===== src/rtl/joypad_pkg.sv =====
// Shared definitions for the joypad link (responder and nes_bridge).
package joypad_pkg;

  typedef enum logic [2:0] {
    ST_IDLE,
    ST_CMD,
    ST_ACK,
    ST_DATA,
    ST_WAIT
  } joypad_state_e;

  localparam logic [7:0] JOYPAD_READ_CMD  = 8'h01;
  localparam int         JOYPAD_DATA_BITS = 32;

  function automatic logic maj3(input logic [2:0] s);
    return (s[0] & s[1]) | (s[0] & s[2]) | (s[1] & s[2]);
  endfunction

endpackage


===== src/rtl/synchronizer.sv =====
// Two-flop synchronizer for a single asynchronous line; reset value selectable
// so idle-high lines do not show a false edge when reset is released.
module synchronizer #(
  parameter logic RST_VAL = 1'b0
) (
  input  logic clk,
  input  logic rst,
  input  logic i_d,
  output logic o_q
);

  logic r_meta;
  logic r_sync;

  always_ff @(posedge clk or posedge rst) begin
    if (rst) begin
      r_meta <= RST_VAL;
      r_sync <= RST_VAL;
    end else begin
      r_meta <= i_d;
      r_sync <= r_meta;
    end
  end

  assign o_q = r_sync;

endmodule


===== src/rtl/joypad_responder.sv =====
// Device end of the two-wire joypad link: decodes start/command, acks a read
// and shifts out a frozen 32-bit pad snapshot. Optional: JOYPAD_RESP_GLITCH_FILTER_EN.
module joypad_responder
  import joypad_pkg::*;
#(
  parameter logic [7:0] READ_CMD = JOYPAD_READ_CMD
) (
  input  logic                        clk,
  input  logic                        rst,
  input  logic                        scl_in,
  input  logic                        sda_in,
  output logic                        sda_out,
  input  logic [JOYPAD_DATA_BITS-1:0] pad_buttons,
  output logic                        busy,
  output logic                        served
);

  logic w_scl_sync, w_sda_sync;
  logic w_scl, w_sda;

  synchronizer #(.RST_VAL(1'b1)) u_sync_scl (
    .clk (clk),
    .rst (rst),
    .i_d (scl_in),
    .o_q (w_scl_sync)
  );

  synchronizer #(.RST_VAL(1'b1)) u_sync_sda (
    .clk (clk),
    .rst (rst),
    .i_d (sda_in),
    .o_q (w_sda_sync)
  );

`ifdef JOYPAD_RESP_GLITCH_FILTER_EN
  // Majority over three history samples: a single-cycle pulse never wins.
  logic [2:0] r_scl_hist, r_sda_hist;

  always_ff @(posedge clk or posedge rst) begin
    if (rst) begin
      r_scl_hist <= '1;
      r_sda_hist <= '1;
    end else begin
      r_scl_hist <= {r_scl_hist[1:0], w_scl_sync};
      r_sda_hist <= {r_sda_hist[1:0], w_sda_sync};
    end
  end

  assign w_scl = maj3(r_scl_hist);
  assign w_sda = maj3(r_sda_hist);
`else
  assign w_scl = w_scl_sync;
  assign w_sda = w_sda_sync;
`endif

  logic r_scl_q, r_sda_q;

  always_ff @(posedge clk or posedge rst) begin
    if (rst) begin
      r_scl_q <= 1'b1;
      r_sda_q <= 1'b1;
    end else begin
      r_scl_q <= w_scl;
      r_sda_q <= w_sda;
    end
  end

  logic w_scl_rise, w_scl_fall, w_start, w_stop;

  assign w_scl_rise = w_scl & ~r_scl_q;
  assign w_scl_fall = ~w_scl & r_scl_q;
  assign w_start    = w_scl & r_scl_q & r_sda_q & ~w_sda;
  assign w_stop     = w_scl & r_scl_q & ~r_sda_q & w_sda;

  joypad_state_e               r_state, w_state_nxt;
  logic [5:0]                  r_cnt, w_cnt_nxt;
  logic [7:0]                  r_cmd, w_cmd_nxt;
  logic                        r_match, w_match_nxt;
  logic [JOYPAD_DATA_BITS-1:0] r_snap, w_snap_nxt;
  logic                        r_sda, w_sda_nxt;
  logic                        r_served, w_served_nxt;
  logic [7:0]                  w_cmd_shift;
  logic [4:0]                  w_bit_idx;

  assign w_cmd_shift = {r_cmd[6:0], w_sda};
  assign w_bit_idx   = 5'(JOYPAD_DATA_BITS - 1) - r_cnt[4:0];

  always_ff @(posedge clk or posedge rst) begin
    if (rst) begin
      r_state  <= ST_IDLE;
      r_cnt    <= '0;
      r_cmd    <= '0;
      r_match  <= 1'b0;
      r_snap   <= '0;
      r_sda    <= 1'b1;
      r_served <= 1'b0;
    end else begin
      r_state  <= w_state_nxt;
      r_cnt    <= w_cnt_nxt;
      r_cmd    <= w_cmd_nxt;
      r_match  <= w_match_nxt;
      r_snap   <= w_snap_nxt;
      r_sda    <= w_sda_nxt;
      r_served <= w_served_nxt;
    end
  end

  always_comb begin
    w_state_nxt  = r_state;
    w_cnt_nxt    = r_cnt;
    w_cmd_nxt    = r_cmd;
    w_match_nxt  = r_match;
    w_snap_nxt   = r_snap;
    w_sda_nxt    = r_sda;
    w_served_nxt = 1'b0;

    // Link conditions override whatever the state machine is doing.
    if (w_stop) begin
      w_state_nxt = ST_IDLE;
      w_sda_nxt   = 1'b1;
    end else if (w_start) begin
      w_state_nxt = ST_CMD;
      w_cnt_nxt   = '0;
      w_sda_nxt   = 1'b1;
    end else begin
      case (r_state)
        ST_IDLE: w_sda_nxt = 1'b1;
        ST_CMD: begin
          if (w_scl_rise) begin
            w_cmd_nxt = w_cmd_shift;
            w_cnt_nxt = r_cnt + 6'd1;
            if (r_cnt == 6'd7) begin
              w_match_nxt = (w_cmd_shift == READ_CMD);
              w_snap_nxt  = pad_buttons;
              w_cnt_nxt   = '0;
              w_state_nxt = ST_ACK;
            end
          end
        end
        ST_ACK: begin
          if (w_scl_fall) begin
            if (r_match) begin
              w_sda_nxt   = 1'b0;
              w_state_nxt = ST_DATA;
            end else begin
              w_sda_nxt   = 1'b1;
              w_state_nxt = ST_WAIT;
            end
          end
        end
        ST_DATA: begin
          if (w_scl_fall) begin
            if (r_cnt == 6'(JOYPAD_DATA_BITS)) begin
              w_sda_nxt    = 1'b1;
              w_served_nxt = 1'b1;
              w_state_nxt  = ST_WAIT;
            end else begin
              w_sda_nxt = r_snap[w_bit_idx];
              w_cnt_nxt = r_cnt + 6'd1;
            end
          end
        end
        ST_WAIT: w_sda_nxt = 1'b1;
        default: begin
          w_state_nxt = ST_IDLE;
          w_sda_nxt   = 1'b1;
        end
      endcase
    end
  end

  assign sda_out = r_sda;
  assign busy    = (r_state != ST_IDLE);
  assign served  = r_served;

endmodule


===== config.mk =====
export PLATFORM = sky130hd
export DESIGN_NAME = joypad_responder
export DESIGN_NICKNAME = d
export VERILOG_FILES = /design/src/rtl/joypad_pkg.sv /design/src/rtl/synchronizer.sv /design/src/rtl/joypad_responder.sv
export SDC_FILE = /design/constraint.sdc
export NUM_CORES = 1
export LEC_CHECK = 0
export BUFFER_PORTS_ARGS = -buffer_cell sky130_fd_sc_hd__buf_2
export CAP_MARGIN = 20
export CORE_UTILIZATION = 55
export CTS_CLUSTER_SIZE = 25
export DETAILED_ROUTE_END_ITERATION = 16
export PLACE_DENSITY = 0.77
export SYNTH_ARGS = -nofsm -noshare
export SYNTH_HDL_FRONTEND = slang
export SYNTH_SLANG_ARGS = --single-unit

===== constraint.sdc =====
create_clock -name clk -period 5.4 [get_ports clk]
set_input_delay 0.27 -clock clk [delete_from_list [all_inputs] [get_ports clk]]
set_output_delay 0.27 -clock clk [all_outputs]
set_load 0.005 [all_outputs]

# Yosys cells after proc, flatten, opt, wreduce, memory -nomap -nowiden
# Cells that the tools add are included.
word_totals:
  regBits: 57
  input_bits: 36
  output_inout_bits: 3
  elab_cells: 84
op_classes:
  n_addsub: 2
  magnitude_cmp: 1
  eq_ne: 17
  n_mux: 29
  n_bitwise: 13
  n_reduce_logical: 9
op_table:
  columns: ["op", "count"]
  rows:
  - ["$mux 6", 5]
  - ["$mux 3", 8]
  - ["$ne 4x4->1 const B", 5]
  - ["$mux 1", 12]
  - ["$ne 3x3->1 const B", 4]
  - ["$pmux 3 s4", 1]
  - ["$pmux 6 s2", 1]
  - ["$reduce_and 5->1", 2]
  - ["$eq 8x1->1 const B", 1]
  - ["$and 1x1->1", 7]
  - ["$add 6x1->6 const B", 1]
  - ["$eq 3x2->1 const B", 2]
  - ["$eq 6x3->1 const B", 1]
  - ["$eq 6x6->1 const B", 1]
  - ["$lt 5x6->1 const B", 1]
  - ["$not 1->1", 6]
  - ["$reduce_and 6->1", 1]
  - ["$reduce_bool 3->1", 2]
  - ["$bmux 1 s5", 1]
  - ["$sub 5x5->5 const A", 1]
  - ["$reduce_and 4->1", 1]
  - ["$eq 3x1->1 const B", 1]
  - ["$eq 3x3->1 const B", 1]
  - ["$logic_not 3->1", 1]
  - ["other kinds (4)", 4]

# Depth between registers and ports, before layout
# Gate-level depths: netlist of the first run.
logic_depth:
  depth_word: 8
  ltp_mapped: 8
  ltp_nobuf: 6

# By module
# From an unflattened synthesis of the first run, not the netlist that was laid out.
hier_totals:
  hier_cells: 213
  hier_area_um2: 2727.6
by_module_without_submodules:
  columns: ["module", "instances", "cells_per_inst", "area_each_um2", "seq_area_each_um2"]
  rows:
  - ["joypad_responder", 1, 207, 2615.0, 1330.0]
  - ["synchronizer", 2, 3, 56.3, 52.6]

# Worst setup path after synthesis of the first run
# Ideal clock, no wire load.
synth_timing:
  path_kind: "register to register"
  startpoint: "reg r_cnt[1]"
  endpoint: "reg r_snap[10]"
  setup_time_ns: 0.127
  t_arrival_ns: 1.670
  t_required_ns: 5.273
  slack_ns: 3.602
  path_stages_with_launch: 8
  path_buffers: 2
  period_less_slack_ns: 1.798
  path_cell_list: "dfrtp_1 ha_1 nand2_1 nor4_4 and3_1 buf_6 buf_6 mux2_1"
synth_between:
  elab_chain_cells: 2
synth_lines:
  columns: ["item", "line", "text"]
  rows:
  - ["start, declared", "joypad_responder.sv:76", "logic [5:0] r_cnt, w_cnt_nxt;"]
  - ["start signal, assigned", "joypad_responder.sv:99", "r_cnt <= w_cnt_nxt;"]
  - ["$eq 6x3->1", "joypad_responder.sv:132", "if (r_cnt == 6'd7) begin"]
  - ["$reduce_and 5->1 (no source line)", null, null]
  - ["end signal, assigned", "joypad_responder.sv:102", "r_snap <= w_snap_nxt;"]
  - ["end, declared", "joypad_responder.sv:79", "logic [JOYPAD_DATA_BITS-1:0] r_snap, w_snap_nxt;"]
# No other way between the ends.
# A chain may end at the register's enable or synchronous reset.

# Final worst setup path of the first run
layout_timing:
  startpoint: "reg r_cnt[1]"
  endpoint: "reg r_snap[9]"
# Same word-level chain as after synthesis.

==> results of run 1 <==
-- path summary, 6_finish.rpt --
| check | start | to | slack [ps] | cells past startpoint |
|---|---|---|---|---|
| max | r_cnt[1]$_DFFE_PP0P_ | r_snap[9]$_DFFE_PP0P_ | 2900 | 6 |
| min | scl_in | u_sync_scl.r_meta$_DFF_PP1_ | 20 | 1 |
| max reg2reg | r_cnt[1]$_DFFE_PP0P_ | r_snap[9]$_DFFE_PP0P_ | 2900 | 6 |
| min reg2reg | u_sync_scl.r_meta$_DFF_PP1_ | u_sync_scl.o_q$_DFF_PP1_ | 360 | 0 |
| max in group asynchronous | rst | r_snap[28]$_DFFE_PP0P_ | 4810 | 3 |
| min in group asynchronous | rst | r_snap[0]$_DFFE_PP0P_ | 130 | 3 |
-- flip-flops by register name, indices dropped and copies added, names as in the netlist --
| name | flops |
|---|---|
| served | 1 |
| r_cnt | 6 |
| u_sync_scl.o_q | 1 |
| sda_out | 1 |
| u_sync_sda.r_meta | 1 |
| r_match | 1 |
| r_scl_q | 1 |
| u_sync_scl.r_meta | 1 |
| u_sync_sda.o_q | 1 |
| r_cmd | 7 |
| r_snap | 32 |
| r_sda_q | 1 |
| r_state | 3 |
-- stage by stage --
stage	utilization	power, µW	std cells
2_1_floorplan	-	637	198
3_3_place_gp	0.615	672	285
3_5_place_dp	0.615	676	285
4_1_cts	0.660	1110	301
5_1_grt	0.660	1150	301
6_report	0.660	1100	301
-- cell families (layout without fill, tap and decap cells) --
family	Yosys count	in the layout
AOI/OAI and AO/OA	29	29
and+or+nand+nor	43	43
muxes	53	53
xor gates and xnor gates	1	1
adders and majority gates	2	2
DFF	57	57
buffers and inverters	13	62
-- worst max-delay path, stage by stage (launching register included) --
cell	delay, ps
dfrtp_1	740
ha_1	280
nand2_1	110
nor4_4	250
and3_1	200
buf_4	390
mux2_1	390
-- cells in the final DEF (no fill, tap or decap), types with 5 or more instances in the layout --
cell	instances
o21ai_0	5
dfstp_2	7
mux2_2	7
mux2i_1	6
nor2_1	9
clkbuf_8	9
a21oi_1	7
mux2_1	34
nand2_1	10
inv_1	5
buf_2	38
dfrtp_1	50
-- where the power goes --
part	leakage, µW	switching [µW]	internal, µW
clock network	0.000106	169	257
registers	0.000760	61.3	470
logic	0.000682	56.9	80.0
total	0.00155	288	808
-- metal layers --
metal  share of wire  vias to the layer above  wire length (µm)
met5               0                        -                 0
met4           0.021                        0               108
met1            0.46                      866              2340
li1                -                      822                 -
met2            0.48                       42              2420
met3           0.037                       11               189
-- area by class of cell --
| cell class | count | share of cell area |
|---|---|---|
| Tap cell | 54 | 0.0218 |
| Multi-Input combinational cell | 128 | 0.374 |
| Clock buffer | 10 | 0.0412 |
| Timing Repair Buffer | 40 | 0.0662 |
| Inverter | 6 | 0.00727 |
| Clock inverter | 6 | 0.0267 |
| Sequential cell | 57 | 0.463 |
==> key figures, run 1 <==
Run status
  • Outcome: complete, no violations

STA
  • Final setup TNS: 0 ps
  • Tightest Pin Transition: 696 ps
  • Hold Slack: 24.7 ps
  • Layout Skew: 8.16 ps
  • Final setup viols: 0
  • Period minus WS final: 2500 ps
  • Post-route clock period utilization: 0.464
  • Final Max Tran Viols: 0
  • Fmax: 0.399 GHz
  • Slew margin rel.: 0.536
  • Setup slack after layout: 2900 ps
  • RSZ-0062 raised after global routing: false
  • Final Hold Viols: 0

GRT
  • Gr usage total: 0.225
  • Total gr overflow: 0
  • Largest net degree at the start of global routing: 58
  • Global route hottest layer: met2
  • Vias in the first global route: 1785
  • Met3 Usage GRT: 0.0520
  • First-pass GRT wire length: 8510 µm
  • Initial antenna violation count: 0
  • Met2 usage: 0.350
  • M1 GR Usage: 0.298

Detailed routing
  • Drt total wl: 5050 µm
  • Routed wire length per instance: 16.8 µm
  • Vias post-DR: 1741
  • Drt via density: 5.78
  • Post-route ant nets: 0
  • DR pass1 iterations: 4
  • Detailed Route Iter0 Violations: 150
  • DRC Markers: 0

Setup path
  • Kind of critical path: reg -> reg
  • CP Data Required Time: 5610 ps
  • Worst setup EP type: flop
  • Worst EP arrival: 2720 ps
  • CP max FO: 35
  • Crit path launch type: flop

Yosys
  • Post-synth EDFFs: 0
  • XOR/XNOR Fraction of Synth Area: 0.00327
  • Most numerous cell in the Yosys netlist: dfrtp_1
  • Synth Area in Simple Gates: 0.0961
  • Primary FF master, synth: dfrtp_1
  • Ys Warns: 0
  • Post-Syn Nets: 236
  • Cell taking the most area after synthesis: dfrtp_1
  • Adder-cell share of the synthesized area: 0.00933
  • Async SR Flop Fraction: 1.00
  • #FFs+latches synth: 57
  • Yosys cell types: 43
  • Post-synthesis sequential area ratio: 0.535
  • Largest family of logic cells by synthesized area: multiplexers
  • Syn Inst Count: 198
  • Post-synthesis compound-gate area fraction: 0.0723
  • Mux contribution to synthesized area: 0.251
  • Leading cell types by count after synthesis: dfrtp_1 (50), mux2_1 (34), nand2_1 (10), nor2_1 (9)
  • Netlist area before placement: 2680 µm²
  • Mean Syn Cell Area: 13.5 µm²
  • Area contributors post-synth: dfrtp_1 (47%), mux2_1 (14%), dfstp_2 (6.9%), mux4_1 (3.9%), mux2_2 (2.9%)
  • Share of the synthesized area in the top cell type: 0.467

Clocking
  • Sink Count: 57
  • CTS tree: done
  • Total CTS buffers: 9
  • Skew-Pair Late Insertion Delay: 340 ps
  • Clock root buffer: clkbuf_8
  • Hold_buf cts: 0
  • Setup Fix Bufs, Post-CTS: 0
  • Post-CTS sizing: 0
  • Clock buffer depth: 2
  • CTS HTree Levels: 3
  • Clk slew on worst S/H paths: 70 ps

Cells and area
  • Register area: 1440 µm²
  • Layout area overhead: 15.5%
  • Filler Cells Inserted: 357
  • Layout Nets: 280
  • Share of cells above drive strength 1: 0.316
  • Post-route design area: 3100 µm²
  • Multi-input gate area: 1160 µm²
  • Ant. Diodes: 0

Die
  • Die Ht: 71.8 µm
  • Initial Util: 0.571
  • Die area: 5160 µm²
  • Die X: 71.8 µm
  • # IOs: 39
  • Site Rows: 25
  • Core ar.: 4690 µm²

Placed design
  • Final HPWL DP: 3320 µm
  • Placed instance area: 2890 µm²
  • Dpl ws: 2900 ps
  • IO Port Bufs: 38
  • GPL Wtd Cong: 0.804

Power and ir drop
  • Pwr dens: 354 nW/µm²
  • VDD IR-drop max: 0.240 mV
  • P_leak: 0.00155 µW

Min path
  • Hold WC Path Type: in -> reg

Flow run
  • MaxCap Viol Count: 0
Note: power is estimated with default switching activity, not from simulation.
==> inputs of run 2 (changes only) <==
clock period = 2.4 ns   (was 5.4 ns; I/O delays follow)
==> key figures, run 2 (synthesis results as in run 1) <==
Flow run
  • MaxCap Viol Count: 0 (unchanged)

Min path
  • Hold WC Path Type: in -> reg (unchanged)
  • HP Start: pad_buttons[31] (was scl_in)

Die
  • Core ar.: 4690 µm² (unchanged)
  • Initial Util: 0.571 (unchanged)
  • Site Rows: 25 (unchanged)
  • Die X: 71.8 µm (unchanged)
  • Die area: 5160 µm² (unchanged)
  • Die Ht: 71.8 µm (unchanged)
  • # IOs: 39 (unchanged)

Detailed routing
  • Vias post-DR: 1767 (was 1741)
  • Routed wire length per instance: 16.4 µm (was 16.8 µm)
  • Drt total wl: 5100 µm (was 5050 µm)
  • Post-route ant nets: 0 (unchanged)
  • Drt via density: 5.68 (was 5.78)
  • DRC Markers: 0 (unchanged)
  • DR pass1 iterations: 6 (was 4)
  • Detailed Route Iter0 Violations: 92 (was 150)

Placed design
  • GPL Wtd Cong: 0.866 (was 0.804)
  • IO Port Bufs: 38 (unchanged)
  • Placed cell count: 290 (was 285)
  • Placed instance area: 2950 µm² (was 2890 µm²)
  • Final HPWL DP: 3570 µm (was 3320 µm)

Cells and area
  • Core Util, Final: 0.678 (was 0.660)
  • Commonest non-fill, non-tap cell in the layout: dfrtp_1 (unchanged)
  • Max reg flops: 32 (unchanged)
  • Share of cells above drive strength 1: 0.311 (was 0.316)
  • Largest registers: r_snap: 32 flops, r_cmd: 7 flops, r_cnt: 6 flops (unchanged)
  • Largest Register: r_snap (unchanged)
  • Layout Nets: 290 (was 280)
  • Post-route design area: 3180 µm² (was 3100 µm²)
  • Most frequent cells in the layout: dfrtp_1 (50), buf_2 (38), mux2_1 (34) (unchanged)
  • Ant. Diodes: 0 (unchanged)
  • Layout area overhead: 18.6% (was 15.5%)
  • Non-Filler Instances: 311 (was 301)
  • Filler Cells Inserted: 353 (was 357)

Setup path
  • CP max-delay cell: dfrtp_1 (unchanged)
  • R2R setup slack: 250 ps (was 2900 ps)
  • Worst path top cell family by delay: simple AND/OR/NAND/NOR gates (was flip-flops)
  • Setup crit end: r_snap[10]$_DFFE_PP0P_ (was r_snap[9]$_DFFE_PP0P_)
  • CP max FO: 28 (was 35)
  • FF-to-FF Start: r_cnt[0]$_DFFE_PP0P_ (was r_cnt[1]$_DFFE_PP0P_)
  • CP max stage delay: 530 ps (was 740 ps)
  • Worst EP arrival: 2350 ps (was 2720 ps)
  • Kind of critical path: reg -> reg (unchanged)
  • Stages on worst setup path: 6 (unchanged)
  • CP startpoint: r_cnt[0]$_DFFE_PP0P_ (was r_cnt[1]$_DFFE_PP0P_)
  • CP Data Required Time: 2590 ps (was 5610 ps)
  • Crit path launch type: flop (unchanged)
  • Reg2Reg Depth: 6 (unchanged)
  • Worst setup EP type: flop (unchanged)
  • Worst path bufs/invs: 1 (unchanged)
  • R2R Path End: r_snap[10]$_DFFE_PP0P_ (was r_snap[9]$_DFFE_PP0P_)
  • Critical path cell sequence: ha_1, nand2_1, nor4_4, and3_1, buf_12, mux2_1 (was ha_1, nand2_1, nor4_4, and3_1, buf_4, mux2_1)

STA
  • RSZ-0062 raised after global routing: false (unchanged)
  • Final Max Tran Viols: 0 (unchanged)
  • Tightest Pin Transition: 617 ps (was 696 ps)
  • Period minus WS final: 2150 ps (was 2500 ps)
  • Final setup TNS: 0 ps (unchanged)
  • Layout Skew: 7.02 ps (was 8.16 ps)
  • Post-route clock period utilization: 0.898 (was 0.464)
  • Fmax: 0.464 GHz (was 0.399 GHz)
  • Slew margin rel.: 0.588 (was 0.536)
  • Final setup viols: 0 (unchanged)
  • Final Hold Viols: 0 (unchanged)

Power and ir drop
  • Pwr dens: 736 nW/µm² (was 354 nW/µm²)
  • VDD IR-drop max: 0.662 mV (was 0.240 mV)
  • P_leak: 0.00159 µW (was 0.00155 µW)

Clocking
  • Post-CTS sizing: 0 (unchanged)
  • Total CTS buffers: 9 (unchanged)
  • Clock root buffer: clkbuf_8 (unchanged)
  • Clock buffer depth: 2 (unchanged)
  • Hold_buf cts: 4 (was 0)
  • CTS HTree Levels: 3 (unchanged)
  • Sink Count: 57 (unchanged)
  • CTS tree: done (unchanged)
  • Clk slew on worst S/H paths: 60 ps (was 70 ps)
  • Setup Fix Bufs, Post-CTS: 0 (unchanged)
  • Skew-Pair Late Insertion Delay: 320 ps (was 340 ps)

GRT
  • Vias in the first global route: 1818 (was 1785)
  • Largest net degree at the start of global routing: 30 (was 58)
  • Gr usage total: 0.228 (was 0.225)
  • First-pass GRT wire length: 8720 µm (was 8510 µm)
  • Total gr overflow: 0 (unchanged)
  • Initial antenna violation count: 0 (unchanged)

Run status
  • Outcome: complete, no violations (unchanged)
[run 2: metal layers]
metal	part of all wire	up-vias	GRT usage	wire length (µm)
li1	-	838	-	-
met1	0.45	873	0.312	2320
met2	0.49	47	0.354	2510
met3	0.039	9	0.0520	197
met4	0.015	0	0.100	78
met5	0	-	0	0
[run 2: worst register-to-register path: stages, from the launching register on]
cell and delay, ps:
dfrtp_1 530, ha_1 230, nand2_1 110, nor4_4 270, and3_1 300, buf_12 210, mux2_1 380
[run 2: cell type report]
cell class / count / area, µm² / area share
Timing Repair Buffer: 50 / 318 / 0.0999
Tap cell: 54 / 67.6 / 0.0212
Sequential cell: 57 / 1440 / 0.451
Multi-Input combinational cell: 128 / 1160 / 0.364
Inverter: 6 / 22.5 / 0.00708
Clock buffer: 16 / 180 / 0.0566
[run 2: through the flow]
stage | setup WS [ps] | hold WS, ps | power [µW]
2_1_floorplan | 602 | 124 | 1430
3_3_place_gp | 352 | 224 | 1530
3_5_place_dp | 326 | 229 | 1550
4_1_cts | 267 | 0.449 | 2360
5_1_grt | 133 | 2.86 | 2470
6_report | 246 | 7.82 | 2340
[run 2: worst min-delay path by stage]
stage	endpoint	cells past startpoint
final	r_snap[31]$_DFFE_PP0P_	2
after global routing	r_snap[19]$_DFFE_PP0P_	2
after CTS	r_snap[13]$_DFFE_PP0P_	2
after detailed placement	r_snap[5]$_DFFE_PP0P_	2
after global placement	r_snap[5]$_DFFE_PP0P_	2
after floorplan	u_sync_scl.r_meta$_DFF_PP1_	0
[run 2: power breakdown]
group          internal, µW  switching [µW]  leakage (µW)  total (µW)
Combinational           205             168      0.000736         373
Clock                   462             343     0.0000910         805
Sequential             1060             103      0.000760        1160
Total                  1730             614       0.00159        2340
